`src/rtl/bexkat_intctl_pkg.sv`:
```
// Shared types and constants for the bexkat vectored interrupt controller.
package bexkat_intctl_pkg;

  // Request/service state of the controller.
  typedef enum logic [1:0] {
    IDLE  = 2'd0,
    REQ   = 2'd1,
    INSVC = 2'd2
  } state_e;

  // CSR word addresses.
  localparam logic [1:0] CSR_PENDING = 2'd0;
  localparam logic [1:0] CSR_MASK    = 2'd1;
  localparam logic [1:0] CSR_EDGE    = 2'd2;
  localparam logic [1:0] CSR_VECTOFF = 2'd3;

  // Reset value of the vector-offset register.
  localparam logic [31:0] VECT_RST_DEFAULT = 32'hffffffc0;

endpackage

```
`src/rtl/bexkat_prio_enc.sv`:
```
// Combinational priority encoder: the lowest set index wins.
module bexkat_prio_enc #(
  parameter int NUM_IRQ = 8,
  parameter int ID_W    = (NUM_IRQ > 1) ? $clog2(NUM_IRQ) : 1
) (
  input  logic [NUM_IRQ-1:0] req,
  output logic [ID_W-1:0]    idx,
  output logic               vld
);

  // Scan from the top down so the lowest set bit is the last to write idx.
  always_comb begin
    idx = '0;
    vld = |req;
    for (int i = NUM_IRQ - 1; i >= 0; i--) begin
      if (req[i]) idx = ID_W'(i);
    end
  end

endmodule

```
`src/rtl/bexkat_intctl.sv`:
```
// Vectored interrupt controller for the bexkat CPU family.
// Optional build macro: BEXKAT_INTCTL_NESTED_EN enables nested (preemptive)
// service with a per-line in-service mask; otherwise a single in-service flag.
module bexkat_intctl
  import bexkat_intctl_pkg::*;
#(
  parameter int          NUM_IRQ  = 8,
  parameter int          ID_W     = (NUM_IRQ > 1) ? $clog2(NUM_IRQ) : 1,
  parameter logic [31:0] VECT_RST = VECT_RST_DEFAULT
) (
  input  logic               clk_i,
  input  logic               rst_ni,
  input  logic [NUM_IRQ-1:0] irq_i,
  input  logic               cyc_i,
  input  logic               we_i,
  input  logic [1:0]         adr_i,
  input  logic [31:0]        dat_i,
  output logic [31:0]        dat_o,
  output logic               ack_o,
  input  logic               int_en_i,
  output logic               int_req_o,
  output logic [ID_W-1:0]    int_id_o,
  output logic [31:0]        int_vect_o,
  input  logic               int_ack_i,
  input  logic               eoi_i
);

  state_e             state_q, state_d;
  logic [NUM_IRQ-1:0] irq_q;
  logic [NUM_IRQ-1:0] pend_edge_q;
  logic [NUM_IRQ-1:0] pending;
  logic [NUM_IRQ-1:0] mask_q;
  logic [NUM_IRQ-1:0] edge_q;
  logic [NUM_IRQ-1:0] blocked;
  logic [NUM_IRQ-1:0] eligible;
  logic [NUM_IRQ-1:0] set_vec;
  logic [NUM_IRQ-1:0] clr_vec;
  logic [NUM_IRQ-1:0] id_oh;
  logic [31:0]        vectoff_q;
  logic [31:0]        rdata;
  logic [ID_W-1:0]    id_q;
  logic [ID_W-1:0]    win_idx;
  logic               win_vld;
  logic               enter_req;
  logic               ack_fire;
  logic               eoi_fire;
  logic               cyc_q;
  logic               csr_stb;
  logic               csr_wr;

  // Edge lines use the sticky register, level lines follow the synchronised input.
  assign pending  = (edge_q & pend_edge_q) | (~edge_q & irq_q);
  assign eligible = pending & mask_q & ~blocked;

  // A bus cycle is acted on only in its first clock.
  assign csr_stb = cyc_i & ~cyc_q;
  assign csr_wr  = csr_stb & we_i;

  bexkat_prio_enc #(.NUM_IRQ(NUM_IRQ), .ID_W(ID_W)) u_win_enc (
    .req (eligible),
    .idx (win_idx),
    .vld (win_vld)
  );

`ifdef BEXKAT_INTCTL_NESTED_EN
  logic [NUM_IRQ-1:0] insvc_q;
  logic [NUM_IRQ-1:0] insvc_low;
  logic [NUM_IRQ-1:0] insvc_after;
  logic [ID_W-1:0]    svc_idx;
  logic               svc_vld;

  bexkat_prio_enc #(.NUM_IRQ(NUM_IRQ), .ID_W(ID_W)) u_svc_enc (
    .req (insvc_q),
    .idx (svc_idx),
    .vld (svc_vld)
  );

  // Block the current handler's line and everything of lower priority.
  always_comb begin
    blocked   = '0;
    insvc_low = '0;
    for (int i = 0; i < NUM_IRQ; i++) begin
      if (svc_vld && (ID_W'(i) >= svc_idx)) blocked[i] = 1'b1;
      if (svc_vld && (ID_W'(i) == svc_idx)) insvc_low[i] = 1'b1;
    end
  end

  assign insvc_after = insvc_q & ~insvc_low;

  // In-service mask: ack adds the requested line, eoi retires the innermost one.
  always_ff @(posedge clk_i or negedge rst_ni) begin
    if (!rst_ni) begin
      insvc_q <= '0;
    end else if (ack_fire) begin
      insvc_q <= insvc_q | id_oh;
    end else if (eoi_fire) begin
      insvc_q <= insvc_after;
    end
  end
`else
  logic insvc_q;

  // No preemption: nothing new is taken while a request or handler is active.
  assign blocked = ((state_q != IDLE) || insvc_q) ? '1 : '0;

  // Single in-service flag.
  always_ff @(posedge clk_i or negedge rst_ni) begin
    if (!rst_ni) begin
      insvc_q <= 1'b0;
    end else if (ack_fire) begin
      insvc_q <= 1'b1;
    end else if (eoi_fire) begin
      insvc_q <= 1'b0;
    end
  end
`endif

  // State register.
  always_ff @(posedge clk_i or negedge rst_ni) begin
    if (!rst_ni) state_q <= IDLE;
    else         state_q <= state_d;
  end

  // Next-state logic and the per-cycle control strobes it implies.
  always_comb begin
    state_d   = state_q;
    enter_req = 1'b0;
    ack_fire  = 1'b0;
    eoi_fire  = 1'b0;
    case (state_q)
      IDLE: begin
        if (int_en_i && win_vld) begin
          state_d   = REQ;
          enter_req = 1'b1;
        end
      end
      REQ: begin
        if (int_ack_i) begin
          state_d  = INSVC;
          ack_fire = 1'b1;
        end else if (!int_en_i) begin
`ifdef BEXKAT_INTCTL_NESTED_EN
          state_d = (|insvc_q) ? INSVC : IDLE;
`else
          state_d = IDLE;
`endif
        end
      end
      INSVC: begin
        if (eoi_i) begin
          eoi_fire = 1'b1;
`ifdef BEXKAT_INTCTL_NESTED_EN
          state_d  = (|insvc_after) ? INSVC : IDLE;
        end else if (int_en_i && win_vld) begin
          state_d   = REQ;
          enter_req = 1'b1;
`else
          state_d  = IDLE;
`endif
        end
      end
      default: state_d = IDLE;
    endcase
  end

  // Outputs to the core; the vector sum wraps at 32 bits.
  always_comb begin
    int_req_o  = (state_q == REQ);
    int_id_o   = id_q;
    int_vect_o = vectoff_q + {{(30 - ID_W){1'b0}}, id_q, 2'b00};
  end

  // Request ID is captured on entry to REQ and frozen until the next entry.
  always_ff @(posedge clk_i or negedge rst_ni) begin
    if (!rst_ni)        id_q <= '0;
    else if (enter_req) id_q <= win_idx;
  end

  // Rising-edge detection, and clear sources (CSR write-1-clear, acknowledge).
  always_comb begin
    set_vec = edge_q & irq_i & ~irq_q;
    clr_vec = '0;
    id_oh   = '0;
    for (int i = 0; i < NUM_IRQ; i++) begin
      id_oh[i] = (ID_W'(i) == id_q);
    end
    if (csr_wr && (adr_i == CSR_PENDING)) clr_vec = dat_i[NUM_IRQ-1:0];
    if (ack_fire) clr_vec = clr_vec | (id_oh & edge_q);
  end

  // Input register and sticky edge-pending bits; a same-cycle set beats a clear.
  always_ff @(posedge clk_i or negedge rst_ni) begin
    if (!rst_ni) begin
      irq_q       <= '0;
      pend_edge_q <= '0;
    end else begin
      irq_q       <= irq_i;
      pend_edge_q <= ((pend_edge_q & ~clr_vec) | set_vec) & edge_q;
    end
  end

  // CSR read mux; unused upper bits read as zero.
  always_comb begin
    case (adr_i)
      CSR_PENDING: rdata = 32'(pending);
      CSR_MASK:    rdata = 32'(mask_q);
      CSR_EDGE:    rdata = 32'(edge_q);
      default:     rdata = vectoff_q;
    endcase
  end

  // Configuration registers written on the first clock of a bus cycle.
  always_ff @(posedge clk_i or negedge rst_ni) begin
    if (!rst_ni) begin
      mask_q    <= '0;
      edge_q    <= '0;
      vectoff_q <= {VECT_RST[31:2], 2'b00};
    end else if (csr_wr) begin
      case (adr_i)
        CSR_MASK:    mask_q    <= dat_i[NUM_IRQ-1:0];
        CSR_EDGE:    edge_q    <= dat_i[NUM_IRQ-1:0];
        CSR_VECTOFF: vectoff_q <= {dat_i[31:2], 2'b00};
        default:     ;
      endcase
    end
  end

  // Single-cycle acknowledge with registered read data.
  always_ff @(posedge clk_i or negedge rst_ni) begin
    if (!rst_ni) begin
      cyc_q <= 1'b0;
      ack_o <= 1'b0;
      dat_o <= '0;
    end else begin
      cyc_q <= cyc_i;
      ack_o <= csr_stb;
      if (csr_stb) dat_o <= rdata;
    end
  end

endmodule

```
`config.mk`:
```
export PLATFORM = sky130hd
export DESIGN_NAME = bexkat_intctl
export DESIGN_NICKNAME = d
export VERILOG_FILES = /design/src/rtl/bexkat_intctl_pkg.sv /design/src/rtl/bexkat_prio_enc.sv /design/src/rtl/bexkat_intctl.sv
export SDC_FILE = /design/constraint.sdc
export NUM_CORES = 1
export LEC_CHECK = 0
export BUFFER_PORTS_ARGS = -buffer_cell sky130_fd_sc_hd__buf_2
export CAP_MARGIN = 20
export CORE_MARGIN = 5
export CORE_UTILIZATION = 58
export CTS_CLUSTER_SIZE = 8
export DETAILED_ROUTE_END_ITERATION = 10
export PLACE_DENSITY = 0.94
export SKIP_CTS_REPAIR_TIMING = 1
export SYNTH_ARGS = -nofsm -noshare
export SYNTH_HDL_FRONTEND = slang
export SYNTH_SLANG_ARGS = --single-unit
```
`constraint.sdc`:
```
create_clock -name clk_i -period 4.4 [get_ports clk_i]
set_input_delay 0.44 -clock clk_i [delete_from_list [all_inputs] [get_ports clk_i]]
set_output_delay 0.44 -clock clk_i [all_outputs]
set_load 0.03 [all_outputs]
```
# Word level (Yosys, flattened, before mapping)
# Index checks and enable logic that the tools add are counted.
# op_classes
n_eq_ne	15
reduce_logical	13
n_bitwise	19
addsub	1
muxes	25
# ops
op	n
one-hot mux 32 bit (3 select lines)	1
bitwise AND 8 bit	9
adder 32 x 5 -> 32 bit	1
NOT 8 bit	4
2-to-1 mux 3 bit	8
2-to-1 mux 8 bit	3
bitwise OR 8 bit	3
== test 3 bit (first input constant)	4
2-to-1 mux 1 bit	8
2-to-1 mux 2 bit	4
OR reduction 8 bit	1
== test 2 bit (second input constant)	3
== test 2 x 3 -> 1 bit (first input constant)	2
one-hot mux 2 bit (3 select lines)	1
AND reduction 2 bit	3
== test 2 x 1 -> 1 bit (second input constant)	2
zero test 2 bit	2
!= test 2 bit (second input constant)	2
nonzero test 2 bit	2
== test 1 x 3 -> 1 bit (first input constant)	1
zero test 3 bit	1
!= test 3 x 2 -> 1 bit (second input constant)	1
AND reduction 3 bit	1
bitwise AND 1 bit	2
3 further kinds	4
# word_totals
regBits	102
output_inout_bits	69

# Longest topological paths before layout
# Gate-level depths: netlist (run 1).
# logic_depth
word_depth	13
ltp_mapped	9
ltp_nobuf	8

# Hierarchy
# Synthesis (run 1) repeated with hierarchy kept, for this count alone.
# unflattened
hier_cells	441
area_unflattened_um2	5043.6
# modules_own_cells
module	cells_per_inst	instances	area_per_inst_um2	seq_area_each_um2
bexkat_intctl	428	1	4962.3	2585.0
bexkat_prio_enc	13	1	81.3	0.0

# Least setup slack after synthesis (run 1)
# OpenSTA, ideal clock, no wires.
# synth_timing
kind	register to output
start	register id_q[0] (netlist: int_id_o[0])
end	output port int_vect_o[24]
path_buffers	1
path_stages_with_launch	10
required_time_ns	3.960
path_slack_ns	1.473
t_arrival_ns	2.487
cell_sequence	dfrtp_1 > ha_1 > inv_1 > fa_1 > nor2b_1 > o211ai_1 > or2_1 > buf_6 > nor3_2 > xor2_1
# synth_via
elab_chain_len	1
# synth_rtl
element	line	text
from (decl)	bexkat_intctl.sv:41	logic [ID_W-1:0] id_q;
from (signal assigned)	bexkat_intctl.sv:176	else if (enter_req) id_q <= win_idx;
adder 32 x 5 -> 32 bit	bexkat_intctl.sv:170	int_vect_o = vectoff_q + {{(30 - ID_W){1'b0}}, id_q, 2'b00};
to (decl)	bexkat_intctl.sv:23	output logic [31:0] int_vect_o,
# No other way between the ends.

# Worst setup path after layout (run 1)
# layout_timing
start	register id_q[0] (netlist: int_id_o[0])
end	output port int_vect_o[28]
# The elaborated chain is that of the path after synthesis.

==> impl_metrics.env, run 1 <==
export IMPL_cp_required_ns=3.96
export IMPL_ant_nets=0
export IMPL_synthMostInstantiatedCell="dfrtp_1"
export IMPL_yosys_area_share_simple_pct=12.04
export IMPL_critPathSlowestCell="dfrtp_1"
export IMPL_grt_pass1_wl_mm=20.57
export IMPL_status="finished clean"
export IMPL_min_path_type="in -> async"
export IMPL_grt_max_degree=62
export IMPL_clockPowerShare_pct=24.7
export IMPL_met3_usage_pct=4.983
export IMPL_synth_area_top_cells="dfrtp_1 39%, dfstp_2 14%, mux2_2 12%"
export IMPL_cts_tree="built"
export IMPL_fin_area_um2=5846
export IMPL_crit_path_start_kind="register"
export IMPL_maxSlewViolCount=0
export IMPL_die_h_um=102.3
export IMPL_num_rows=33
export IMPL_fillCellCount=589
export IMPL_muxShareOfSynthArea_pct=12.52
export IMPL_grt_usage_pct=25.53
export IMPL_via_per_inst=6.030
export IMPL_yosys_top_cells_count="76 x dfrtp_1, 52 x mux2_2, 35 x nand2_1, 28 x o21ai_0, 26 x dfstp_2"
export IMPL_drtIter0Drc=333
export IMPL_drive_gt1_share_pct=40.58
export IMPL_cts_sinks=102
export IMPL_first_global_vias=4149
export IMPL_fmax_ghz=0.3002
export IMPL_max_stage_delay_ns=0.51
export IMPL_cap_violations=0
export IMPL_skew_ns=0.01323
export IMPL_yosys_area_share_xor_xnor_pct=4.967
export IMPL_antenna_cells=0
export IMPL_seqPwrFrac_pct=44.0
export IMPL_global_route_usage_met2_pct=42.23
export IMPL_finalSetupViolations=0
export IMPL_final_nets=600
export IMPL_numCtsBuffers=9
export IMPL_synth_area_per_cell_um2=11.35
export IMPL_routedWlPerCell_um=19.53
export IMPL_syn_area_um2=4937
export IMPL_hold_viol=0
export IMPL_cpLargestDelayFamily="simple AND/OR/NAND/NOR gates"
export IMPL_place_ws_ns=1.539
export IMPL_placed_area_um2=5584
export IMPL_place_hpwl_mm=9.472
export IMPL_seq_area_frac_synth_pct=52.36
export IMPL_synth_warnings=0
export IMPL_totalWireLength_mm=12.83
export IMPL_area_growth_pct=18.40
export IMPL_synth_compound_area_share_pct=13.46
export IMPL_dieWidth_um=102.3
export IMPL_dpl_cell_count=641
export IMPL_crit_chain="ha_1 -> inv_1 -> fa_1 -> nor2b_1 -> o211ai_1 -> or2_1 -> nor3_2 -> xor2_1 -> buf_2"
export IMPL_synth_edf_count=0
export IMPL_multi_input_comb_area_um2=2192
export IMPL_async_flop_share_pct=100.0
export IMPL_cts_root_buf="clkbuf_8"
export IMPL_crit_buf_inv=2
export IMPL_synth_cell_types=52
export IMPL_p_int_mw=1.928
export IMPL_p_total_mw=3.042
export IMPL_initial_core_util_pct=59.79
export IMPL_finalCritPeriodShare_pct=75.71
export IMPL_synth_top_family_by_area="compound AO/OA/AOI/OAI gates"
export IMPL_rsz0062_at_grt="false"
export IMPL_gp_congestion=0.9495
export IMPL_crit_type="reg -> out"
export IMPL_clockBufferDepth=2
export IMPL_io_buffers=115
export IMPL_drc_errors=0
export IMPL_cts_max_level=3
export IMPL_use_met1_pct=33.07
export IMPL_fin_tns_setup_ns=0
export IMPL_antenna_found_initial=0
export IMPL_worstMarginPinSlew_ns=1.111
export IMPL_grt_overflow=0
export IMPL_syn_inst=435
export IMPL_insertion_delay_ns=0.36
export IMPL_cp_arrival_ns=2.89
export IMPL_synthAdderAreaFrac_pct=1.166
export IMPL_p_switching_mw=1.114
export IMPL_fin_cells=657
export IMPL_seq_area_um2=2585
export IMPL_slew_headroom_pct=25.86
export IMPL_ios=118
export IMPL_r2r_slack_ns=2.21
export IMPL_vdd_drop_max_v=0.0003549
export IMPL_cp_max_fo=8
export IMPL_min_period_ns=3.331
export IMPL_utilization_pct=70.79
export IMPL_leakagePower_nw=2.752
export IMPL_synth_seq_cells=102
export IMPL_worst_slack_ns=1.069
export IMPL_yosys_area_top_type="dfrtp_1"
export IMPL_switching_share_pct=36.63
export IMPL_worstSetupEndpointType="output port"
export IMPL_coreArea_um2=8258
export IMPL_dieArea_um2=10460
export IMPL_top_usage_layer="met2"
export IMPL_clk_pin_slew_worst_paths_ns=0.10
export IMPL_vias=3962
export IMPL_powerDensity_nw_per_um2=520.4
export IMPL_synthFlopType="dfrtp_1"
export IMPL_synth_top_cell_area_share_pct=38.52
export IMPL_combPwrFrac_pct=31.3
export IMPL_dr_pass1_iters=6
export IMPL_hold_slack_ns=0.1294
per-layer routing:
layer  share of wire [%]  up-vias
met5                   0        -
met4                 3.6        0
met3                 5.9       46
met2                  51      168
met1                  40     1977
li1                    -     1771
path summary, 6_finish.rpt:
path                        startpoint             end  cells after the start
setup reg to reg                 cyc_q    vectoff_q[8]                      4
hold / removal                  rst_ni  pend_edge_q[2]                      1
setup / recovery           int_id_o[0]  int_vect_o[28]                      9
hold reg to reg               dat_o[1]        dat_o[1]                      2
max in group asynchronous       rst_ni   vectoff_q[22]                      2
min in group clk_i            irq_i[3]        irq_q[3]                      1
power groups by stage:
stage	Clock [mW]	Combinational, mW	Sequential [mW]
finish	0.752	0.952	1.34
global route	0.801	1.02	1.36
CTS	0.759	0.954	1.33
detailed placement	0	0.946	1.35
global placement	0	0.916	1.33
floorplan	0	0.568	1.39
registers in the layout, summed over array words and instances, names as in the netlist:
signal       flops
ack_o            1
vectoff_q       30
pend_edge_q      8
irq_q            8
dat_o           32
edge_q           8
insvc_q          1
state_q          2
mask_q           8
cyc_q            1
int_id_o         3
layout by cell type, fill, tap and decap left out, types with 9 or more instances in the layout:
| cell type | Yosys | routed |
|---|---|---|
| buf_2 | 3 | 114 |
| dfrtp_1 | 76 | 76 |
| mux2_2 | 52 | 52 |
| nand2_1 | 35 | 35 |
| o21ai_0 | 28 | 28 |
| dfstp_2 | 26 | 26 |
| a22o_1 | 25 | 25 |
| a21oi_1 | 23 | 23 |
| inv_1 | 20 | 20 |
| xnor2_1 | 19 | 19 |
| nor2_1 | 16 | 14 |
| nand3_1 | 12 | 12 |
| xor2_1 | 9 | 9 |
| clkbuf_8 | 0 | 9 |
kinds of logic after synthesis:
group                      after synthesis
AOI/OAI and AO/OA                      100
muxes                                   54
DFF                                    102
other                                    1
buffers and inverters                   38
adders and majority gates                4
xor gates and xnor gates                28
and+or+nand+nor                        108
area by class of cell:
type	instances	share of cell area, %
sequential	102	44.22
multi-input combinational	296	37.50
timing repair buffer	118	10.27
clock inverter	6	2.290
tap	105	2.247
clock buffer	10	2.183
inverter	20	1.284
No activity file was read; power rests on OpenSTA's default activity.
==> inputs of run 2 (changes only) <==
ABC_AREA = 1   (was default)
CORE_UTILIZATION = 49   (was 58)
PLACE_DENSITY = 0.85   (was 0.94)
clock period = 2.9 ns   (was 4.4 ns; I/O delays follow)
==> run 2 against run 1 <==
Compared with the run above: global-route usage fell by 4.6 points; largest power group unchanged; critical path depth rose by 3; clock skew fell by 0.0020 ns; non-clock buffer count rose by 7; wire length rose by 5.0%; total power rose by 49%; first-iteration DRC count rose by 3.9%; count of clock-buffer cells in the layout did not move; cell area rose by 4.3%; worst hold slack got worse by 0.091 ns; combinational power rose by 79%.
==> impl_metrics.env, run 2 <==
export IMPL_status="finished clean"
export IMPL_min_period_ns=2.761
export IMPL_gp_congestion=0.9125
export IMPL_min_from="irq_i[1]"
export IMPL_synth_warnings=0
export IMPL_finalCritPeriodShare_pct=95.19
export IMPL_dpl_cell_count=853
export IMPL_grt_pass1_wl_mm=21.56
export IMPL_synth_top_cell_area_share_pct=36.98
export IMPL_worstMarginPinSlew_ns=0.8722
export IMPL_grt_overflow=0
export IMPL_final_nets=786
export IMPL_critPathSlowestCell="dfrtp_2"
export IMPL_cts_tree="built"
export IMPL_synth_area_per_cell_um2=8.362
export IMPL_dieArea_um2=12640
export IMPL_dieWidth_um=112.4
export IMPL_worstSetupEndpointType="output port"
export IMPL_num_rows=37
export IMPL_leakagePower_nw=3.013
export IMPL_cts_sinks=102
export IMPL_largest_register_ff_count=32
export IMPL_initial_core_util_pct=50.04
export IMPL_drive_gt1_share_pct=26.83
export IMPL_coreArea_um2=10280
export IMPL_fmax_ghz=0.3622
export IMPL_cp_max_fo=4
export IMPL_r2r_cells=6
export IMPL_ios=118
export IMPL_cp_arrival_ns=2.47
export IMPL_grt_max_degree=56
export IMPL_synth_cell_types=37
export IMPL_async_flop_share_pct=100.0
export IMPL_vdd_drop_max_v=0.0003366
export IMPL_placed_area_um2=5858
export IMPL_yosys_top_cells_count="173 x nand2_1, 85 x inv_1, 76 x dfrtp_1, 58 x o21ai_0, 29 x nand3_1"
export IMPL_antenna_cells=0
export IMPL_fin_tns_setup_ns=0
export IMPL_seq_area_frac_synth_pct=50.27
export IMPL_final_common_cell="nand2_1"
export IMPL_hold_viol=0
export IMPL_grt_usage_pct=20.96
export IMPL_first_global_vias=4368
export IMPL_place_ws_ns=0.3696
export IMPL_slew_headroom_pct=41.77
export IMPL_synth_seq_cells=102
export IMPL_r2r_start="cyc_q"
export IMPL_drtIter0Drc=346
export IMPL_crit_chain="ha_1 -> inv_1 -> fa_2 -> inv_1 -> nand2_2 -> a21oi_4 -> nand3_4 -> nor2_4 -> nand2_2 -> nor2_2 -> xor2_1 -> buf_4"
export IMPL_synth_edf_count=0
export IMPL_holdPathEnd="irq_q[1]"
export IMPL_syn_area_um2=5142
export IMPL_via_per_inst=5.297
export IMPL_yosys_area_top_type="dfrtp_1"
export IMPL_totalWireLength_mm=13.47
export IMPL_numCtsBuffers=9
export IMPL_regMostFlops="dat_o"
export IMPL_r2r_slack_ns=1.19
export IMPL_clockBufferDepth=2
export IMPL_synthFlopType="dfrtp_1"
export IMPL_antenna_found_initial=0
export IMPL_powerDensity_nw_per_um2=745.4
export IMPL_synthMostInstantiatedCell="nand2_1"
export IMPL_cts_root_buf="clkbuf_8"
export IMPL_crit_type="reg -> out"
export IMPL_insertion_delay_ns=0.36
export IMPL_min_path_type="in -> reg"
export IMPL_worst_r2r_endpoint="pend_edge_q[7]"
export IMPL_dr_pass1_iters=5
export IMPL_maxSlewViolCount=0
export IMPL_syn_inst=615
export IMPL_crit_path_start_kind="register"
export IMPL_cts_max_level=3
export IMPL_vias=4630
export IMPL_clk_pin_slew_worst_paths_ns=0.10
export IMPL_max_stage_delay_ns=0.39
export IMPL_place_hpwl_mm=10.21
export IMPL_holdPathStages=1
export IMPL_fin_cells=874
export IMPL_drc_errors=0
export IMPL_routedWlPerCell_um=15.41
export IMPL_synth_area_top_cells="dfrtp_1 37%, dfstp_2 13%, nand2_1 13%"
export IMPL_reg_top3="dat_o x32, vectoff_q x30"
export IMPL_fin_area_um2=6097
export IMPL_area_growth_pct=18.56
export IMPL_cap_violations=0
export IMPL_finalSetupViolations=0
export IMPL_ant_nets=0
export IMPL_die_h_um=112.4
export IMPL_skew_ns=0.01128
export IMPL_worst_slack_ns=0.1393
export IMPL_layout_common_cells="173 x nand2_1, 112 x buf_2, 85 x inv_1"
export IMPL_cp_required_ns=2.61
export IMPL_io_buffers=115
run 2: cell count changes after synthesis, sizes merged, moves of 8 or more:
| cell | delta |
|---|---|
| nand2 | +143 |
| xor2 | +15 |
| nand3 | +19 |
| a22o | -25 |
| nor2 | +16 |
| o21ai | +31 |
| inv | +67 |
| mux2 | -48 |
| o31ai | +22 |
| xnor2 | -18 |
| nor2b | -8 |
| a21oi | -11 |
run 2: report_power, final:
part,switching (mW),internal (mW),leakage (nW)
clock network,0.518,0.350,0.0992
registers,0.216,1.76,1.23
logic,1.21,0.495,1.69
run 2: layer usage:
metal  up-vias  track usage, %  wire length (um)
met4         0           7.532               365
met3        32           3.720               876
li1       2221               -                 -
met2       176           32.82              6274
met5         -               0                 0
met1      2201           29.35              5955
run 2: cells by family after synthesis:
family | share of synthesized area [%]
buffers and inverters | 8.127
adder cells (fa/ha/maj) | 1.119
AND/OR/NAND/NOR | 22.90
AO/OA/AOI/OAI | 12.38
multiplexers | 0.8759
other | 0.07292
XOR/XNOR | 4.258
flip-flops | 50.27
run 2: layout make-up:
type	count	area, um2
tap	136	170.2
sequential	102	2587
multi-input combinational	408	2151
clock inverter	6	51.30
fill	957	4180
inverter	87	326.6
timing repair buffer	125	673.1
clock buffer	10	137.6
run 2: worst max-delay path, delay by kind of cell, from the launching register on:
family	cells	cell delay (ns)
compound gates	1	0.23
xor+xnor	1	0.15
fa+ha+maj	2	0.53
flops	1	0.39
simple gates	5	0.51
buf+inv	3	0.31
run 2: worst max-delay path by stage:
| stage | startpoint | to | slack (ns) |
|---|---|---|---|
| 3_5_place_dp | int_id_o[0] | int_vect_o[22] | 0.37 |
| 6_report | int_id_o[0] | int_vect_o[22] | 0.14 |
| 5_1_grt | int_id_o[0] | int_vect_o[22] | -0.005 |
| 4_1_cts | int_id_o[0] | int_vect_o[22] | -0.03 |
| 2_1_floorplan | int_id_o[0] | int_vect_o[22] | 0.17 |
| 3_3_place_gp | int_id_o[0] | int_vect_o[22] | 0.44 |
run 2: per-stage QoR:
step                      power [mW]  util, %  hold WS, ns
after detailed placement       3.665    57.00       0.3489
final                          4.545    59.33      0.03841
after CTS                      4.531    58.84     -0.05703
after global placement         3.636    57.00       0.3478
after floorplan                3.118        -    -0.005591
after global routing           4.809    59.33      0.02032
==> inputs of run 3 (changes only) <==
CORE_ASPECT_RATIO = 0.75   (was default)
GPL_TIMING_DRIVEN = 0   (was default)
SETUP_SLACK_MARGIN = 0.15   (was default)
==> run 3 against run 2 <==
Compared with the run above: total power is 9.8% higher; die area is 0.17% higher; setup slack worse by 0.040 ns; worst hold slack better by 0.028 ns; sequential power hardly changed; utilization is 2.6 points higher; critical path type unchanged.
==> impl_metrics.env, run 3 (same netlist as run 2, synthesis figures left out) <==
export IMPL_min_period_ns=2.801
export IMPL_final_nets=805
export IMPL_num_rows=32
export IMPL_leakagePower_nw=3.117
export IMPL_largest_register_ff_count=32
export IMPL_dr_pass1_iters=5
export IMPL_rsz0062_at_grt="true"
export IMPL_initial_core_util_pct=49.98
export IMPL_crit_path_start_kind="register"
export IMPL_crit_buf_inv=3
export IMPL_grt_usage_pct=22.74
export IMPL_critPathSlowestCell="dfrtp_2"
export IMPL_vias=4732
export IMPL_hold_viol=0
export IMPL_cts_max_level=3
export IMPL_worstMarginPinSlew_ns=0.7689
export IMPL_worstSetupEndpointType="output port"
export IMPL_grt_overflow=0
export IMPL_holdPathStages=1
export IMPL_holdPathEnd="irq_q[0]"
export IMPL_cap_violations=0
export IMPL_min_from="irq_i[0]"
export IMPL_cts_sinks=102
export IMPL_status="finished clean"
export IMPL_worst_slack_ns=0.09933
export IMPL_cp_required_ns=2.61
export IMPL_totalWireLength_mm=14.43
export IMPL_ios=118
export IMPL_grt_max_degree=63
export IMPL_utilization_pct=61.97
export IMPL_insertion_delay_ns=0.34
export IMPL_powerDensity_nw_per_um2=782.8
export IMPL_cts_tree="built"
export IMPL_reg_top3="dat_o x32, vectoff_q x30"
export IMPL_cpLargestDelayFamily="simple AND/OR/NAND/NOR gates"
export IMPL_max_stage_delay_ns=0.44
export IMPL_maxSlewViolCount=0
export IMPL_dieWidth_um=128.3
export IMPL_skew_ns=0.005442
export IMPL_antenna_cells=0
export IMPL_gp_congestion=0.9437
export IMPL_cp_arrival_ns=2.51
export IMPL_fmax_ghz=0.3571
export IMPL_fillCellCount=866
export IMPL_worst_path_most_repeated_cell="inv_2"
export IMPL_clk_pin_slew_worst_paths_ns=0.06
export IMPL_cts_root_buf="clkbuf_16"
export IMPL_regMostFlops="dat_o"
export IMPL_place_ws_ns=0.3050
export IMPL_via_per_inst=5.299
export IMPL_antenna_found_initial=0
export IMPL_routedWlPerCell_um=16.16
export IMPL_io_buffers=115
export IMPL_place_hpwl_mm=10.99
export IMPL_die_h_um=98.72
export IMPL_clockBufferDepth=2
export IMPL_slew_headroom_pct=48.55
export IMPL_first_global_vias=4547
export IMPL_drive_gt1_share_pct=27.87
export IMPL_finalCritPeriodShare_pct=96.57
export IMPL_layout_common_cells="173 x nand2_1, 108 x buf_2, 82 x inv_1"
export IMPL_r2r_slack_ns=1.04
export IMPL_grt_pass1_wl_mm=22.80
export IMPL_r2r_start="cyc_q"
export IMPL_ant_nets=0
export IMPL_finalSetupViolations=0
export IMPL_cp_max_fo=6
export IMPL_final_common_cell="nand2_1"
export IMPL_min_path_type="in -> reg"
export IMPL_crit_chain="ha_4 -> inv_2 -> fa_2 -> inv_2 -> nand2_2 -> a21oi_4 -> nand3_4 -> nor2_4 -> nand4_1 -> xor2_1 -> buf_4"
export IMPL_area_growth_pct=23.99
export IMPL_dieArea_um2=12660
export IMPL_fin_tns_setup_ns=0
export IMPL_drc_errors=0
export IMPL_crit_type="reg -> out"
export IMPL_coreArea_um2=10290
export IMPL_drtIter0Drc=372
export IMPL_r2r_cells=6
export IMPL_numCtsBuffers=9
export IMPL_worst_r2r_endpoint="pend_edge_q[7]"
export IMPL_vdd_drop_max_v=0.0004203
-- run 3: cell count changes in the layout (fill, tap and decap cells not counted), sizes merged --
cell and delta:
clkinvlp +1, inv -3, clkbuf +13, bufinv +1
clkinv -2, buf +9
-- run 3: area by class of cell --
| cell class | count | area, um2 | share of cell area (%) |
|---|---|---|---|
| Clock buffer | 13 | 260.3 | 4.082 |
| Clock inverter | 3 | 42.54 | 0.6672 |
| Timing Repair Buffer | 125 | 701.9 | 11.01 |
| Inverter | 87 | 326.6 | 5.122 |
| Tap cell | 136 | 170.2 | 2.669 |
| Buffer | 19 | 91.34 | 1.432 |
| Multi-Input combinational cell | 408 | 2196 | 34.44 |
| Sequential cell | 102 | 2587 | 40.58 |
-- run 3: report_power, final --
| part | total, mW | switching (mW) | leakage [nW] | internal (mW) |
|---|---|---|---|---|
| Clock | 1.22 | 0.505 | 0.146 | 0.716 |
| Combinational | 1.78 | 1.23 | 1.74 | 0.548 |
| Sequential | 2.00 | 0.233 | 1.23 | 1.76 |
| Total | 4.99 | 1.97 | 3.12 | 3.03 |
-- run 3: worst max path at each step --
stage           startpoint        endpoint  slack [ns]  depth (start not counted)
2_1_floorplan  int_id_o[0]  int_vect_o[22]        0.17                         11
3_3_place_gp   int_id_o[0]  int_vect_o[22]        0.33                         12
3_5_place_dp   int_id_o[0]  int_vect_o[22]        0.31                         12
4_1_cts        int_id_o[0]  int_vect_o[22]       -0.07                         12
5_1_grt        int_id_o[0]  int_vect_o[28]       -0.05                         11
6_report       int_id_o[0]  int_vect_o[28]         0.1                         11
-- run 3: through the flow --
step	hold WS (ns)	cell area [um2]	instances	power, mW
2_1_floorplan	-0.005591	5146	616	3.118
3_3_place_gp	0.4117	5892	867	3.644
3_5_place_dp	0.3000	5922	868	3.680
4_1_cts	-0.06371	6225	884	4.905
5_1_grt	0.05701	6376	893	5.270
6_report	0.06634	6376	893	4.991
-- run 3: routing by layer --
layer  track usage, %  vias to the layer above  wire [um]
li1                 -                     2264          -
met4            6.688                        0        213
met2            32.97                      204       6438
met1            33.72                     2246       6488
met3            5.634                       18       1291
met5                0                        -          0
